`src/rtl/roc_output_streamer_if.sv`:
```
// ---------------------------------------------------------------------------
// roc_output_streamer_if
// Groups the RoC-side inputs and UART-side outputs of roc_output_streamer.
//   i_tick        : RoC tick from the TPS divider (asynchronous)
//   i_en          : accept new ticks when high
//   i_roc_outputs : RoC output vector to snapshot
//   o_tx          : UART 8N1 serial out, idles high
//   o_busy        : frame transmission in progress
//   o_overrun     : sticky, a snapshot was dropped
// master = producer of the RoC side (host/core), slave = the streamer.
// ---------------------------------------------------------------------------
interface roc_output_streamer_if #(
    parameter int ROC_OUTPUTS = 8
) ();
    logic                   i_tick;
    logic                   i_en;
    logic [ROC_OUTPUTS-1:0] i_roc_outputs;
    logic                   o_tx;
    logic                   o_busy;
    logic                   o_overrun;

    modport master (
        output i_tick, i_en, i_roc_outputs,
        input  o_tx, o_busy, o_overrun
    );

    modport slave (
        input  i_tick, i_en, i_roc_outputs,
        output o_tx, o_busy, o_overrun
    );
endinterface

```
`src/rtl/roc_output_streamer.sv`:
```
// ---------------------------------------------------------------------------
// roc_output_streamer
// Snapshots the RoC output vector on every rising edge of the RoC tick and
// sends it over UART (8N1) as a frame: FRAME_HEADER followed by NB payload
// bytes, payload byte 0 = bits [7:0]. One active frame plus one pending
// snapshot are buffered; a third snapshot arriving while both are occupied is
// dropped and flags o_overrun.
// Ports:
//   i_clk : system clock
//   i_rst : synchronous active-low reset
//   io    : roc_output_streamer_if.slave (tick/enable/vector in, tx/busy/overrun out)
// ---------------------------------------------------------------------------
module roc_output_streamer #(
    parameter int          ROC_OUTPUTS  = 8,
    parameter int          CLKS_PER_BIT = 434,
    parameter logic [7:0]  FRAME_HEADER = 8'hA5
) (
    input  logic                   i_clk,
    input  logic                   i_rst,
    roc_output_streamer_if.slave   io
);
    localparam int NB  = (ROC_OUTPUTS + 7) >> 3;
    localparam int W   = NB * 8;
    localparam int BW  = (CLKS_PER_BIT > 1) ? $clog2(CLKS_PER_BIT) : 1;
    localparam int BIW = $clog2(NB + 1);

    typedef enum logic [1:0] {IDLE, START, DATA, STOP} state_t;

    state_t               r_state;
    logic [1:0]           r_sync;
    logic                 r_prev;
    logic [BW-1:0]        r_baud;
    logic [2:0]           r_bit;
    logic [BIW-1:0]       r_byte_idx;
    logic [7:0]           r_shift;
    logic [NB-1:0][7:0]   r_act;
    logic                 r_act_full;
    logic [W-1:0]         r_pend;
    logic                 r_pend_full;
    logic                 r_tx;
    logic                 r_busy;
    logic                 r_overrun;

    logic                 w_pulse;
    logic                 w_accept;
    logic                 w_fsm_busy;
    logic                 w_bit_end;
    logic                 w_pend_vld;
    logic [W-1:0]         w_pend_val;
    logic [W-1:0]         w_snap;
    logic [7:0]           w_pay_byte;

    assign w_pulse    = r_sync[1] & ~r_prev;
    assign w_accept   = w_pulse & io.i_en;
    assign w_snap     = W'(io.i_roc_outputs);
    // Active register counts as occupied from the load until the frame ends,
    // including the single IDLE cycle before the start bit goes out.
    assign w_fsm_busy = (r_state != IDLE) || r_act_full;
    assign w_bit_end  = (r_baud == BW'(CLKS_PER_BIT - 1));
    // A snapshot accepted in the very cycle the last stop bit ends is promoted
    // straight away, so it must be visible to the byte-advance decision.
    assign w_pend_vld = r_pend_full | w_accept;
    assign w_pend_val = r_pend_full ? r_pend : w_snap;

    always_comb begin
        w_pay_byte = 8'h00;
        for (int i = 0; i < NB; i++) begin
            if (r_byte_idx == BIW'(i)) w_pay_byte = r_act[i];
        end
    end

    always_ff @(posedge i_clk) begin
        if (!i_rst) begin
            r_state     <= IDLE;
            r_sync      <= 2'b00;
            r_prev      <= 1'b0;
            r_baud      <= '0;
            r_bit       <= 3'd0;
            r_byte_idx  <= '0;
            r_shift     <= 8'hFF;
            r_act       <= '0;
            r_act_full  <= 1'b0;
            r_pend      <= '0;
            r_pend_full <= 1'b0;
            r_tx        <= 1'b1;
            r_busy      <= 1'b0;
            r_overrun   <= 1'b0;
        end else begin
            r_sync <= {r_sync[0], io.i_tick};
            r_prev <= r_sync[1];

            if (w_accept) begin
                if (!w_fsm_busy) begin
                    r_act      <= w_snap;
                    r_act_full <= 1'b1;
                end else if (!r_pend_full) begin
                    r_pend      <= w_snap;
                    r_pend_full <= 1'b1;
                end else begin
                    r_overrun <= 1'b1;
                end
            end

            case (r_state)
                IDLE: begin
                    r_tx   <= 1'b1;
                    r_baud <= '0;
                    if (r_act_full) begin
                        r_state    <= START;
                        r_tx       <= 1'b0;
                        r_busy     <= 1'b1;
                        r_shift    <= FRAME_HEADER;
                        r_byte_idx <= '0;
                    end
                end
                START: begin
                    if (w_bit_end) begin
                        r_baud  <= '0;
                        r_bit   <= 3'd0;
                        r_tx    <= r_shift[0];
                        r_state <= DATA;
                    end else begin
                        r_baud <= r_baud + 1'b1;
                    end
                end
                DATA: begin
                    if (w_bit_end) begin
                        r_baud <= '0;
                        if (r_bit == 3'd7) begin
                            r_tx    <= 1'b1;
                            r_state <= STOP;
                        end else begin
                            r_bit   <= r_bit + 3'd1;
                            r_shift <= r_shift >> 1;
                            r_tx    <= r_shift[1];
                        end
                    end else begin
                        r_baud <= r_baud + 1'b1;
                    end
                end
                STOP: begin
                    if (w_bit_end) begin
                        r_baud <= '0;
                        if (r_byte_idx < BIW'(NB)) begin
                            r_shift    <= w_pay_byte;
                            r_byte_idx <= r_byte_idx + 1'b1;
                            r_tx       <= 1'b0;
                            r_state    <= START;
                        end else if (w_pend_vld) begin
                            // Back-to-back frame: no idle gap after the stop bit.
                            r_act       <= w_pend_val;
                            r_pend_full <= 1'b0;
                            r_shift     <= FRAME_HEADER;
                            r_byte_idx  <= '0;
                            r_tx        <= 1'b0;
                            r_state     <= START;
                        end else begin
                            r_act_full <= 1'b0;
                            r_busy     <= 1'b0;
                            r_state    <= IDLE;
                        end
                    end else begin
                        r_baud <= r_baud + 1'b1;
                    end
                end
                default: r_state <= IDLE;
            endcase
        end
    end

    assign io.o_tx      = r_tx;
    assign io.o_busy    = r_busy;
    assign io.o_overrun = r_overrun;
endmodule
```
`src/flat_wrapper.sv`:
```
// flat-port wrapper written by rule: the top's interface ports become plain ports
module roc_output_streamer_flat 
#(
    parameter int          ROC_OUTPUTS  = 8,
    parameter int          CLKS_PER_BIT = 434,
    parameter logic [7:0]  FRAME_HEADER = 8'hA5
)
  (i_clk, i_rst, io_i_tick, io_i_en, io_i_roc_outputs, io_o_tx, io_o_busy, io_o_overrun);
  roc_output_streamer_if #(.ROC_OUTPUTS(ROC_OUTPUTS)) io_i ();
  input  logic i_clk;
  input  logic i_rst;
  input wire logic [$bits(io_i.i_tick)-1:0] io_i_tick;
  input wire logic [$bits(io_i.i_en)-1:0] io_i_en;
  input wire logic [$bits(io_i.i_roc_outputs)-1:0] io_i_roc_outputs;
  output wire logic [$bits(io_i.o_tx)-1:0] io_o_tx;
  output wire logic [$bits(io_i.o_busy)-1:0] io_o_busy;
  output wire logic [$bits(io_i.o_overrun)-1:0] io_o_overrun;
  assign io_i.i_tick = io_i_tick;
  assign io_i.i_en = io_i_en;
  assign io_i.i_roc_outputs = io_i_roc_outputs;
  assign io_o_tx = io_i.o_tx;
  assign io_o_busy = io_i.o_busy;
  assign io_o_overrun = io_i.o_overrun;
  roc_output_streamer #(.ROC_OUTPUTS(ROC_OUTPUTS), .CLKS_PER_BIT(CLKS_PER_BIT), .FRAME_HEADER(FRAME_HEADER)) u_core (.i_clk(i_clk), .i_rst(i_rst), .io(io_i));
endmodule
```
`config.mk`:
```
export PLATFORM = sky130hd
export DESIGN_NAME = roc_output_streamer_flat
export DESIGN_NICKNAME = d
export VERILOG_FILES = /design/src/rtl/roc_output_streamer_if.sv /design/src/rtl/roc_output_streamer.sv /design/src/flat_wrapper.sv
export SDC_FILE = /design/constraint.sdc
export NUM_CORES = 1
export LEC_CHECK = 0
export CORE_AREA = 10 10 75 77
export CTS_BUF_LIST = sky130_fd_sc_hd__clkbuf_16
export CTS_CLUSTER_SIZE = 24
export DETAILED_ROUTE_END_ITERATION = 7
export DIE_AREA = 0 0 85 87
export PLACE_DENSITY = 0.77
export SLEW_MARGIN = 20
export SYNTH_ARGS = -nofsm -noshare
export SYNTH_HDL_FRONTEND = slang
export SYNTH_SLANG_ARGS = --single-unit
```
`constraint.sdc`:
```
create_clock -name i_clk -period 2.5 [get_ports i_clk]
set_clock_uncertainty 0.15 [all_clocks]
set_input_delay 0.25 -clock i_clk [delete_from_list [all_inputs] [get_ports i_clk]]
set_output_delay 0.25 -clock i_clk [all_outputs]
set_load 0.05 [all_outputs]
```
==> reports/qor.csv <==
metric;value;unit
Die Ht;87;µm
Cell Rows;24;
required time of the critical path;2.57;ns
Placed Area;0.00257;mm²
GRT Util Overall;13.8;%
CTS H-tree depth;2;
Final setup viols;0;
Synth top area share;39.9;%
ant diodes;0;
top-level I/O count;15;
reg2reg path depth;7;
Die Area;0.00740;mm²
post_cts resized;0;
insertion delay to the later sink of the worst-skew pair;0.29;ns
power density over the cells;842;mW/mm²
grt met2 use;22.1;%
Root Driver;clkbuf_16;
Worst Hold Class;flip-flop to flip-flop;
top cells by count, synth;dfxtp_1, nor2_1, nand2_1;
Final Power;2310;µW
Pleak;0.00112;µW
RR Startpoint;u_core.r_state[1];
MaxCap Viol Count;0;
Mapped Cells;254;
DRT Pass-1 Iters;4;
I/O Buffers;14;
GR Util met3;3.56;%
Core ar.;0.00423;mm²
final hold slack;0.282;ns
status;completed;
wire length of the first global-routing pass;8580;µm
Max stage delay on crit path;0.53;ns
Syn. warnings;0;
cell accounting for the most synthesized area;dfxtp_1;
Arr. time, crit path;2.29;ns
Synth Cell Area;0.00236;mm²
grt total ovfl;0;
grt peak-use layer;met2;
crit-path max FO;9;
reg2reg end;u_core.r_shift[2];
hold depth;1;
CTS Hold Bufs;0;
dpl hpwl;3470;µm
EDFF count, synth;0;
crit end category;flip-flop;
Clk pin slew, worst setup/hold paths;0.06;ns
clock sink count;47;
CTS tree;done;
CTS buffer count;5;
library cells used by synthesis;49;
Max Slew Vio Count;0;
Residual DRC;0;
RSZ-0062 raised after global routing;no;
layout cells sized above 1;11.7;%
via density per instance;5.76;
Final Hold Viols;0;
syn_area_per_cell;9.29;µm²
Starting Density;55.7;%
Slowest-stage cell, CP;nor2b_1;
Final TNS setup;0;ns
initial DRC count;170;
top-count cell post-synth;dfxtp_1;
worst slew pin tran;0.606;ns
GRT met1 Usage;17.6;%
period utilization;89.0;%
Layout Nets;294;
Die Span X;85;µm
Crit Path Class;flip-flop to flip-flop;
initial antenna violation count;0;
fin area;0.00274;mm²
Clock Tree Buf Depth;2;
number of global-route vias before repair;1865;
antenna violation net count after detailed routing;0;
syn nets;275;
ys flop type;dfxtp_1;
FMAX;0.450;GHz
worst path cell trace;inv_1 > ha_1 > nor2b_1 > a21oi_1 > a22oi_4 > buf_4 > mux2i_1;
routed wire length;4920;µm
Worst Setup Start Kind;flip-flop;
largest net degree at the start of global routing;19;
Vias;1877;
final worst path period need;2.22;ns
slew margin rel.;59.5;%
Seq/Total Area, Yosys;39.9;%
area grow syn2layout;16.2;%
top post-synthesis cells by area;dfxtp_1, mux2i_1, nor2_1, ha_1, mux2_2;
share of async-settable or async-resettable flops after synthesis;0;%
Post-CTS Setup Bufs;0;
FF+latch count, synth;47;
WL per Instance;15.1;µm
GPL Wtd Cong;0.819;
critical path startpoint;u_core.r_state[1];
VDD IR max;0.523;mV
Layout fillers;358;
crit path to;u_core.r_shift[2];
FF-to-FF setup slack;0.28;ns
metrics by stage:
| stage | setup slack, ns | util [%] | cells |
|---|---|---|---|
| final | 0.276 | 64.7 | 326 |
| after global routing | 0.106 | 64.7 | 326 |
| after CTS | 0.294 | 64.7 | 326 |
| after detailed placement | 0.302 | 60.8 | 318 |
| after global placement | 0.303 | 60.8 | 318 |
| after floorplan | 0.333 | - | 254 |
power breakdown:
part | switching, µW | leakage, µW | internal (µW)
combinational | 386 | 0.000657 | 291
clock | 284 | 0.0000818 | 472
sequential | 50.9 | 0.000381 | 825
cell usage in the layout (no fill, tap or decap), types with 8 or more instances in the layout:
master           synthesis  final
nor2_1                  37     37
o21ai_0                  8      8
clkdlybuf4s50_1          0     14
a211oi_1                 9      9
mux2_2                   8      8
buf_4                    2      9
mux2i_1                 16     16
dfxtp_1                 47     47
ha_1                     9      9
nand2_1                 19     19
a21oi_1                 14     14
o211a_1                  8      8
layer usage:
| metal | vias up | wire length [µm] |
|---|---|---|
| li1 | 954 | - |
| met1 | 874 | 2390 |
| met2 | 42 | 2260 |
| met3 | 7 | 191 |
| met4 | 0 | 78 |
| met5 | - | 0 |
worst max-delay path, delay by kind of cell (launching register included):
| family | cells | cell delay (ns) |
|---|---|---|
| fa+ha+maj | 1 | 0.24 |
| simple gates | 1 | 0.53 |
| compound gates | 2 | 0.36 |
| flops | 1 | 0.35 |
| buf+inv | 2 | 0.33 |
| mux | 1 | 0.19 |
worst min path at each step:
| stage | startpoint | to | slack, ns |
|---|---|---|---|
| final | u_core.r_sync[0] | u_core.r_sync[1] | 0.28 |
| after CTS | u_core.r_sync[0] | u_core.r_sync[1] | 0.28 |
| after floorplan | io_i_tick | u_core.r_sync[0] | 0.23 |
| after global placement | u_core.r_sync[0] | u_core.r_sync[1] | 0.27 |
| after detailed placement | u_core.r_sync[0] | u_core.r_sync[1] | 0.27 |
| after global routing | u_core.r_sync[0] | u_core.r_sync[1] | 0.31 |
area by class of cell:
class / count / area (µm²) / area share (%)
tap: 52 / 65.1 / 2.37
clock inverter: 3 / 42.5 / 1.55
multi-input combinational: 189 / 1330 / 48.6
clock buffer: 5 / 125 / 4.57
timing repair buffer: 23 / 208 / 7.58
sequential: 47 / 941 / 34.3
inverter: 7 / 26.3 / 0.959
registers in the layout, summed over array words and instances (netlist names), 2 cells and up:
register and flops:
u_core.r_act 8, u_core.r_baud 9, u_core.r_bit 3, u_core.r_pend 8
u_core.r_shift 8, u_core.r_state 2, u_core.r_sync 2
cell families after synthesis:
logic type	after synthesis	synth area share [%]
buf+inv	18	3.61
flops	47	39.9
mux	25	11.2
simple gates	88	18.2
compound gates	60	19.7
xor+xnor	7	2.60
fa+ha+maj	9	4.77
Power figures use the tool's default switching activity.
